### config.mk
export PLATFORM = sky130hd
export DESIGN_NAME = load_store_unit
export DESIGN_NICKNAME = d
export VERILOG_FILES = /design/src/rtl/load_store_unit_pkg.sv /design/src/rtl/load_store_align.sv /design/src/rtl/load_store_unit.sv
export SDC_FILE = /design/constraint.sdc
export NUM_CORES = 1
export LEC_CHECK = 0
export BUFFER_PORTS_ARGS = -buffer_cell sky130_fd_sc_hd__buf_2
export CAP_MARGIN = 10
export CORE_ASPECT_RATIO = 1.5
export CORE_MARGIN = 2
export CORE_UTILIZATION = 49
export DETAILED_ROUTE_END_ITERATION = 10
export GPL_TIMING_DRIVEN = 0
export PLACE_DENSITY = 0.86
export SYNTH_ARGS = -nofsm -noshare
export SYNTH_HDL_FRONTEND = slang
export SYNTH_HIERARCHICAL = 1
export SYNTH_SLANG_ARGS = --single-unit
### constraint.sdc
create_clock -name clk -period 3.2 [get_ports clk]
set_clock_uncertainty 0.15 [all_clocks]
set_input_delay 0.48 -clock clk [delete_from_list [all_inputs] [get_ports clk]]
set_output_delay 0.48 -clock clk [all_outputs]
set_load 0.005 [all_outputs]
### src/rtl/load_store_unit_pkg.sv
// Shared definitions for the load/store unit: access-size encodings and FSM states.
package load_store_unit_pkg;

   // Funct3 encodings for memory accesses
   localparam logic [2:0] F3_B  = 3'b000;
   localparam logic [2:0] F3_H  = 3'b001;
   localparam logic [2:0] F3_W  = 3'b010;
   localparam logic [2:0] F3_BU = 3'b100;
   localparam logic [2:0] F3_HU = 3'b101;

   typedef enum logic [1:0] {
      IDLE     = 2'd0,
      REQ      = 2'd1,
      WAIT_RSP = 2'd2,
      DONE     = 2'd3
   } lsu_state_t;

endpackage

### src/rtl/load_store_align.sv
// Combinational lane logic: store byte enables/replication, load extraction/extension,
// and the access legality check.
module load_store_align
   import load_store_unit_pkg::*;
(
   input  logic [2:0]  funct3,
   input  logic [1:0]  offset,
   input  logic        is_read,
   input  logic        is_write,
   input  logic [31:0] store_data,
   input  logic [2:0]  ld_funct3,
   input  logic [1:0]  ld_offset,
   input  logic [31:0] rdata,
   output logic        illegal,
   output logic [3:0]  wstrb,
   output logic [31:0] wdata,
   output logic [31:0] load_value
);

   logic [7:0]  ld_byte;
   logic [15:0] ld_half;

   // Store path: replicate data across lanes and select byte enables
   always_comb begin
      wstrb = 4'b0000;
      wdata = store_data;
      case (funct3)
         F3_B: begin
            wdata = {4{store_data[7:0]}};
            wstrb = 4'b0001 << offset;
         end
         F3_H: begin
            wdata = {2{store_data[15:0]}};
            wstrb = 4'b0011 << {offset[1], 1'b0};
         end
         F3_W: begin
            wdata = store_data;
            wstrb = 4'b1111;
         end
         default: begin
            wdata = store_data;
            wstrb = 4'b0000;
         end
      endcase
   end

   // Load path: pick the addressed lane and extend according to the captured size
   always_comb begin
      ld_byte = rdata[7:0];
      case (ld_offset)
         2'd0: ld_byte = rdata[7:0];
         2'd1: ld_byte = rdata[15:8];
         2'd2: ld_byte = rdata[23:16];
         2'd3: ld_byte = rdata[31:24];
         default: ld_byte = rdata[7:0];
      endcase
      ld_half = ld_offset[1] ? rdata[31:16] : rdata[15:0];
      case (ld_funct3)
         F3_B:    load_value = {{24{ld_byte[7]}}, ld_byte};
         F3_H:    load_value = {{16{ld_half[15]}}, ld_half};
         F3_W:    load_value = rdata;
         F3_BU:   load_value = {24'h000000, ld_byte};
         F3_HU:   load_value = {16'h0000, ld_half};
         default: load_value = 32'h0000_0000;
      endcase
   end

   // Legality: conflicting request, unsupported size, or misaligned address
   always_comb begin
      illegal = 1'b0;
      if (is_read && is_write) begin
         illegal = 1'b1;
      end else if (is_read) begin
         case (funct3)
            F3_B, F3_BU: illegal = 1'b0;
            F3_H, F3_HU: illegal = offset[0];
            F3_W:        illegal = |offset;
            default:     illegal = 1'b1;
         endcase
      end else if (is_write) begin
         case (funct3)
            F3_B:    illegal = 1'b0;
            F3_H:    illegal = offset[0];
            F3_W:    illegal = |offset;
            default: illegal = 1'b1;
         endcase
      end
   end

endmodule

### src/rtl/load_store_unit.sv
// Memory stage: turns a load/store request into a valid/ready bus transaction, stalls the
// core while it is outstanding, and returns the extended load data.
module load_store_unit
   import load_store_unit_pkg::*;
#(
   parameter int unsigned TIMEOUT_CYCLES = 255
) (
   input  logic        clk,
   input  logic        rst,
   input  logic        MemRead,
   input  logic        MemWrite,
   input  logic [2:0]  Funct3,
   input  logic [31:0] Addr,
   input  logic [31:0] StoreData,
   output logic [31:0] ReadDataMem,
   output logic        Stall,
   output logic        MisalignedFault,
   output logic        BusFault,
   output logic        mem_req_valid,
   input  logic        mem_req_ready,
   output logic [31:0] mem_addr,
   output logic        mem_we,
   output logic [3:0]  mem_wstrb,
   output logic [31:0] mem_wdata,
   input  logic        mem_rsp_valid,
   input  logic [31:0] mem_rdata
);

   localparam int unsigned CntW = $clog2(TIMEOUT_CYCLES + 1);

   lsu_state_t  state_q, state_d;
   logic [CntW-1:0] cnt_q, cnt_d;
   logic        req_valid_q, we_q;
   logic [3:0]  wstrb_q;
   logic [31:0] addr_q, wdata_q, rdm_q, rdm_d;
   logic [2:0]  f3_q;
   logic [1:0]  off_q;
   logic        mis_q, mis_d, bus_q, bus_d;

   logic        pending, illegal, launch, timeout_hit;
   logic [3:0]  al_wstrb;
   logic [31:0] al_wdata, load_value;

   load_store_align u_align (
      .funct3     (Funct3),
      .offset     (Addr[1:0]),
      .is_read    (MemRead),
      .is_write   (MemWrite),
      .store_data (StoreData),
      .ld_funct3  (f3_q),
      .ld_offset  (off_q),
      .rdata      (mem_rdata),
      .illegal    (illegal),
      .wstrb      (al_wstrb),
      .wdata      (al_wdata),
      .load_value (load_value)
   );

   assign pending     = MemRead | MemWrite;
   assign launch      = (state_q == IDLE) && pending && !illegal;
   // Last budgeted cycle: counter has already covered TIMEOUT_CYCLES-1 cycles
   assign timeout_hit = (cnt_q >= CntW'(TIMEOUT_CYCLES - 1));

   // Next-state, counter and result/fault logic
   always_comb begin
      state_d = state_q;
      cnt_d   = cnt_q;
      rdm_d   = rdm_q;
      mis_d   = 1'b0;
      bus_d   = 1'b0;
      unique case (state_q)
         IDLE: begin
            if (pending) begin
               if (illegal) begin
                  mis_d = 1'b1;
                  rdm_d = 32'h0000_0000;
               end else begin
                  state_d = REQ;
                  cnt_d   = '0;
               end
            end
         end
         REQ: begin
            cnt_d = cnt_q + CntW'(1);
            if (mem_req_ready) begin
               state_d = we_q ? DONE : WAIT_RSP;
            end else if (timeout_hit) begin
               state_d = DONE;
               bus_d   = 1'b1;
               rdm_d   = 32'h0000_0000;
            end
         end
         WAIT_RSP: begin
            cnt_d = cnt_q + CntW'(1);
            // A response on the final budgeted cycle still completes normally
            if (mem_rsp_valid) begin
               state_d = DONE;
               rdm_d   = load_value;
            end else if (timeout_hit) begin
               state_d = DONE;
               bus_d   = 1'b1;
               rdm_d   = 32'h0000_0000;
            end
         end
         DONE: begin
            state_d = IDLE;
         end
         default: state_d = IDLE;
      endcase
   end

   // State, counter and registered outputs; request fields captured at launch
   always_ff @(posedge clk) begin
      if (rst) begin
         state_q     <= IDLE;
         cnt_q       <= '0;
         req_valid_q <= 1'b0;
         we_q        <= 1'b0;
         wstrb_q     <= 4'b0000;
         addr_q      <= 32'h0000_0000;
         wdata_q     <= 32'h0000_0000;
         f3_q        <= 3'b000;
         off_q       <= 2'b00;
         rdm_q       <= 32'h0000_0000;
         mis_q       <= 1'b0;
         bus_q       <= 1'b0;
      end else begin
         state_q     <= state_d;
         cnt_q       <= cnt_d;
         req_valid_q <= (state_d == REQ);
         rdm_q       <= rdm_d;
         mis_q       <= mis_d;
         bus_q       <= bus_d;
         if (launch) begin
            addr_q  <= {Addr[31:2], 2'b00};
            we_q    <= MemWrite;
            wstrb_q <= MemWrite ? al_wstrb : 4'b0000;
            wdata_q <= MemWrite ? al_wdata : 32'h0000_0000;
            f3_q    <= Funct3;
            off_q   <= Addr[1:0];
         end
      end
   end

   // Stall covers launch cycle plus REQ/WAIT_RSP; never during reset
   always_comb begin
      Stall = !rst && (launch || (state_q == REQ) || (state_q == WAIT_RSP));
   end

   assign ReadDataMem     = rdm_q;
   assign MisalignedFault = mis_q;
   assign BusFault        = bus_q;
   assign mem_req_valid   = req_valid_q;
   assign mem_addr        = addr_q;
   assign mem_we          = we_q;
   assign mem_wstrb       = wstrb_q;
   assign mem_wdata       = wdata_q;

endmodule
# Word-level counts from Yosys, hierarchy flattened
# Index checks and enable logic that the tools add are counted.
[classes]
add_sub_neg = 1
order_cmp = 1
n_eq_ne = 19
n_shift = 2
n_mux = 33
bitwise_logic = 3
reduce_logical = 21
[ops]
columns = ["cell", "n"]
rows = [
  ["$mux 32", 6],
  ["$pmux 32 s5", 1],
  ["$pmux 32 s3", 1],
  ["$pmux 32 s2", 1],
  ["$pmux 8 s4", 1],
  ["$mux 16", 1],
  ["$mux 8", 2],
  ["$pmux 8 s2", 1],
  ["$eq 3x3->1 const B", 4],
  ["$pmux 4 s3", 1],
  ["$mux 2", 5],
  ["$add 8x1->8 const B", 1],
  ["$eq 2x2->1 const B", 4],
  ["$ge 8x8->1 const B", 1],
  ["$mux 1", 8],
  ["$ne 2x2->1 const B", 4],
  ["$pmux 2 s4", 1],
  ["$reduce_or 2->1", 4],
  ["$eq 2x1->1 const B", 3],
  ["$eq 3x1->1 const B", 2],
  ["$eq 3x2->1 const B", 2],
  ["$logic_not 3->1", 2],
  ["$pmux 1 s3", 2],
  ["$logic_and 1x1->1", 4],
  ["14 further kinds", 18],
]
[totals]
regBits = 117
inputBits = 105
output_inout_bits = 105
wordCells = 92

# Longest topological paths before layout
[depth]
word_depth = 10
ltp_mapped = 10
depth_no_buf = 7

# Hierarchy
# The synthesis kept the hierarchy.
[modules_own_cells]
columns = ["module", "n_inst", "cells_each", "area_each_um2", "seq_area_each_um2"]
rows = [
  ["load_store_unit", 1, 440, 4195.3, 2342.2],
  ["load_store_align", 1, 169, 1174.9, 0.0],
]

# Worst setup path after synthesis
# OpenSTA, ideal clock, no wires.
[synth_timing]
path_kind = "input to output"
start = "in Funct3[0]"
end = "out Stall"
arrival_ps = 1990
required_ps = 2570
path_slack_ps = 580
cell_stages = 7
path_buffers = 1
cell_sequence = "or2_2 a2111oi_0 nor3_1 nor2b_1 o21ai_1 clkbuf_1 a21oi_1"
[synth_between]
elab_chain_cells = 10
word_cells_on_any_way = 17
cone_classes = "eq/ne (4); mux (5); reduce/logical (8)"
[synth_lines]
columns = ["element", "line", "rtl"]
rows = [
  ["start, declared", "load_store_unit.sv:12", "input logic [2:0] Funct3,"],
  ["$eq 3x2->1, or another cell as far along", "load_store_align.sv:74, load_store_align.sv:81", ""],
  ["$pmux 1 s3 / $reduce_or 2->1 (equally long branches)", "load_store_align.sv:81, load_store_align.sv:74", ""],
  ["$mux 1 / $pmux 1 s3 (equally long branches)", "load_store_align.sv:80, load_store_align.sv:74", ""],
  ["$mux 1 (*)", "load_store_align.sv:73", "end else if (is_read) begin"],
  ["$mux 1 (*)", "load_store_align.sv:71", "if (is_read && is_write) begin"],
  ["net illegal", "load_store_unit.sv:40", "logic pending, illegal, launch, timeout_hit;"],
  ["$logic_not 1->1 (*)", "load_store_unit.sv:60", "assign launch = (state_q == IDLE) && pending && !illegal;"],
  ["$logic_and 1x1->1 (*)", "load_store_unit.sv:60", ""],
  ["$logic_or 1x1->1 (*) (2 in a row)", "load_store_unit.sv:147", "Stall = !rst && (launch || (state_q == REQ) || (state_q == WAIT_RSP));"],
  ["$logic_and 1x1->1 (*)", "load_store_unit.sv:147", ""],
  ["end, declared", "load_store_unit.sv:16", "output logic Stall,"],
]
# Mark *: on every way through the listed nets, which the timed path passes. The rest lies on a longest branch.

# Worst setup path after layout
# Same ends and word-level chain as after synthesis.

==> results_dict.tcl <==
set metrics [dict create \
    outcome "completed" \
    vias 5338 \
    final_cell_area_sq_um 7207 \
    cp.arrival_ns 2.30 \
    worstSetupStartpoint "Funct3[0]" \
    final_nets 948 \
    hold_ws_ns 0.1597 \
    busiest_layer "met2" \
    placed_area_sq_um 6585 \
    routed_wl_um 15260 \
    drive_above_1_share_pct 34.12 \
    synth_seq_cells 117 \
    place_congestion 0.8843 \
    layout_common_cells "buf_2 (218), dfxtp_1 (117), nand2_1 (74)" \
    hold_viol_final 0 \
    wire_per_inst_um 15.40 \
    post-route-min-period_ns 2.933 \
    syn_inst 609 \
    fin_util_pct 67.69 \
    globalRouteOverflowTotal 0 \
    dieArea_sq_um 11830 \
    core-area_sq_um 10650 \
    crit_type "in -> out" \
    worst_pin_slew_ns 0.9489 \
    hp-class "in -> reg" \
    use_met2_pct 42.67 \
    n_antenna_cell 0 \
    ys_seq_area_share_pct 43.62 \
    rsz0062_at_grt "no" \
    ff_latch_area_sq_um 2342 \
    power_density_nw_per_um2 592.3 \
    synth_top_area_cell "dfxtp_1" \
    synth.cell_area_sq_um 5370 \
    clock_latency_ns 0.40 \
    crit_path_start_kind "primary input" \
    drt_iter0_drc 250 \
    synth-main-ff-cell "dfxtp_1" \
    synth.area.top_cells "dfxtp_1 (44%), a22o_1 (5.2%), nand2_1 (5.2%)" \
    grt_start_max_net_pins 17 \
    met1_usage_pct 27.50 \
    clkTransAtPathRegs_ns 0.06 \
    multi_input_area_sq_um 2696 \
    cp_max_fo 19 \
    avgSynthCellArea_sq_um 8.818 \
    reg2reg_from "state_q[0]" \
    area_delta_synth_final_pct 34.20 \
    setup_viol_count_final 0 \
    layoutNonFillerInstCount 991 \
    cts-root-buf "clkbuf_16" \
    firstDrtPassIters 5 \
    drc 0 \
    cts.sink_count 117 \
    std_cell_rows 46 \
    finalCritPeriodShare_pct 91.65 \
    ir_drop_mv 0.3844 \
    first_global_vias 4991 \
    io_buffers 206 \
    place_inst 960 \
    grt.total_usage_pct 25.24 \
    hpwl_um 11710 \
    io_pins 210 \
    layout_commonest_cell "buf_2" \
    cap_violations 0 \
    synth_top_area_share_pct 43.62 \
    synth_cell_type_count 55 \
    start_util_pct 50.43 \
    cts_tree "built" \
    ys_async_sr_fraction_pct 0 \
    ant_nets 0 \
    yosys_warnings 6 \
    relSlewSlack_pct 36.20 \
    vias_per_cell 5.386 \
    die_h_um 132.2 \
    required_ns 2.57 \
    htreeDepth 4 \
    grt_pass1_wl_um 23470 \
    fmax_ghz 0.3410 \
    synth-edff-count 0 \
    cts_buffers 17 \
    end_kind "output port" \
    min-delay-start "Addr[7]" \
    grt_antenna_before_repair 0 \
    p_leak_nw 3.330 \
    n_fill_cell 880 \
    clock_path_buffers 2 \
    met3_usage_pct 8.892 \
    die_width_um 89.48 \
    finalMaxSlewViolations 0 \
]
-- report_power, final --
part           total (W)  internal, W  switching (W)
sequential       0.00158      0.00153      0.0000506
combinational   0.000740     0.000314       0.000426
clock            0.00194      0.00126       0.000689
-- critical path, cell delays in order --
cell       delay (ns)
buf_2            0.14
or2_2            0.33
a2111oi_2        0.36
nor3_1           0.11
nor2b_1          0.23
o21ai_2          0.30
a21oi_1          0.21
buf_2            0.14
-- flip-flops by register name, summed over array words and instances, names as in the netlist --
signal	count
mem_wdata	32
state_q	2
BusFault	1
cnt_q	8
mem_addr	30
f3_q	3
off_q	2
mem_req_valid	1
ReadDataMem	32
MisalignedFault	1
mem_we	1
mem_wstrb	4
-- final timing paths --
check | slack, ns | cells past startpoint | end
hold / removal | 0.16 | 3 | mem_addr[7]
hold reg to reg | 0.30 | 2 | mem_addr[13]
setup / recovery | 0.27 | 8 | Stall
setup reg to reg | 0.76 | 7 | ReadDataMem[23]
-- per-stage QoR --
step | setup TNS, ns | setup WS, ns | total power, W
CTS | 0 | 0.09530 | 0.004289
detailed placement | -0.1169 | -0.1169 | 0.002346
global route | 0 | 0.05258 | 0.004455
global placement | -0.06564 | -0.06564 | 0.002332
floorplan | 0 | 0.5795 | 0.002069
finish | 0 | 0.2672 | 0.004269
-- timing repair --
action | CTS | global route
setup endpoints to repair | 1 | 1
setup buffers | 0 | 0
resized for setup | 2 | 2
endpoints found under the hold margin | 0 | 0
hold buffers | 0 | 0
-- logic make-up after synthesis --
kind of cell    count (synthesis)  share of synthesized area [%]
simple gates                  181                          15.07
fa+ha+maj                       9                          2.097
mux                            35                          6.966
other cells                     1                        0.06983
flops                         117                          43.62
buf+inv                        78                          6.431
xor+xnor                        6                         0.9786
compound gates                182                          24.77
-- final cells by class --
class	count	area share, %
multi-input cells	415	37.41
flip-flops and latches	117	32.50
repair buffers	206	14.31
clock buffers	19	6.146
plain buffers	52	3.438
well taps	144	2.500
clock inverters	13	2.396
inverters	25	1.302
-- routing by layer --
| metal | up-vias | wire length (um) |
|---|---|---|
| met1 | 2455 | 5750 |
| li1 | 2616 | - |
| met3 | 38 | 1218 |
| met2 | 229 | 7753 |
| met4 | 0 | 536 |
| met5 | - | 0 |
-- cell usage after synthesis (2+ instances only) --
master	count
nor3_1	4
nand3_1	5
xnor2_1	6
nand2_1	74
o21ai_0	2
a22oi_1	36
a211o_1	5
o21a_1	2
nor4_1	2
inv_1	25
a22o_1	32
mux2i_1	16
dfxtp_1	117
buf_4	10
o211ai_1	17
and2_1	2
a21oi_1	54
a221o_1	10
a21o_1	4
o21ai_1	2
nor2_1	68
nor2b_1	11
ha_1	9
clkbuf_1	26
a2111oi_0	4
or3b_1	2
mux2_2	19
buf_2	12
nand2b_1	3
buf_1	5
Note: power is estimated with default switching activity, not from simulation.
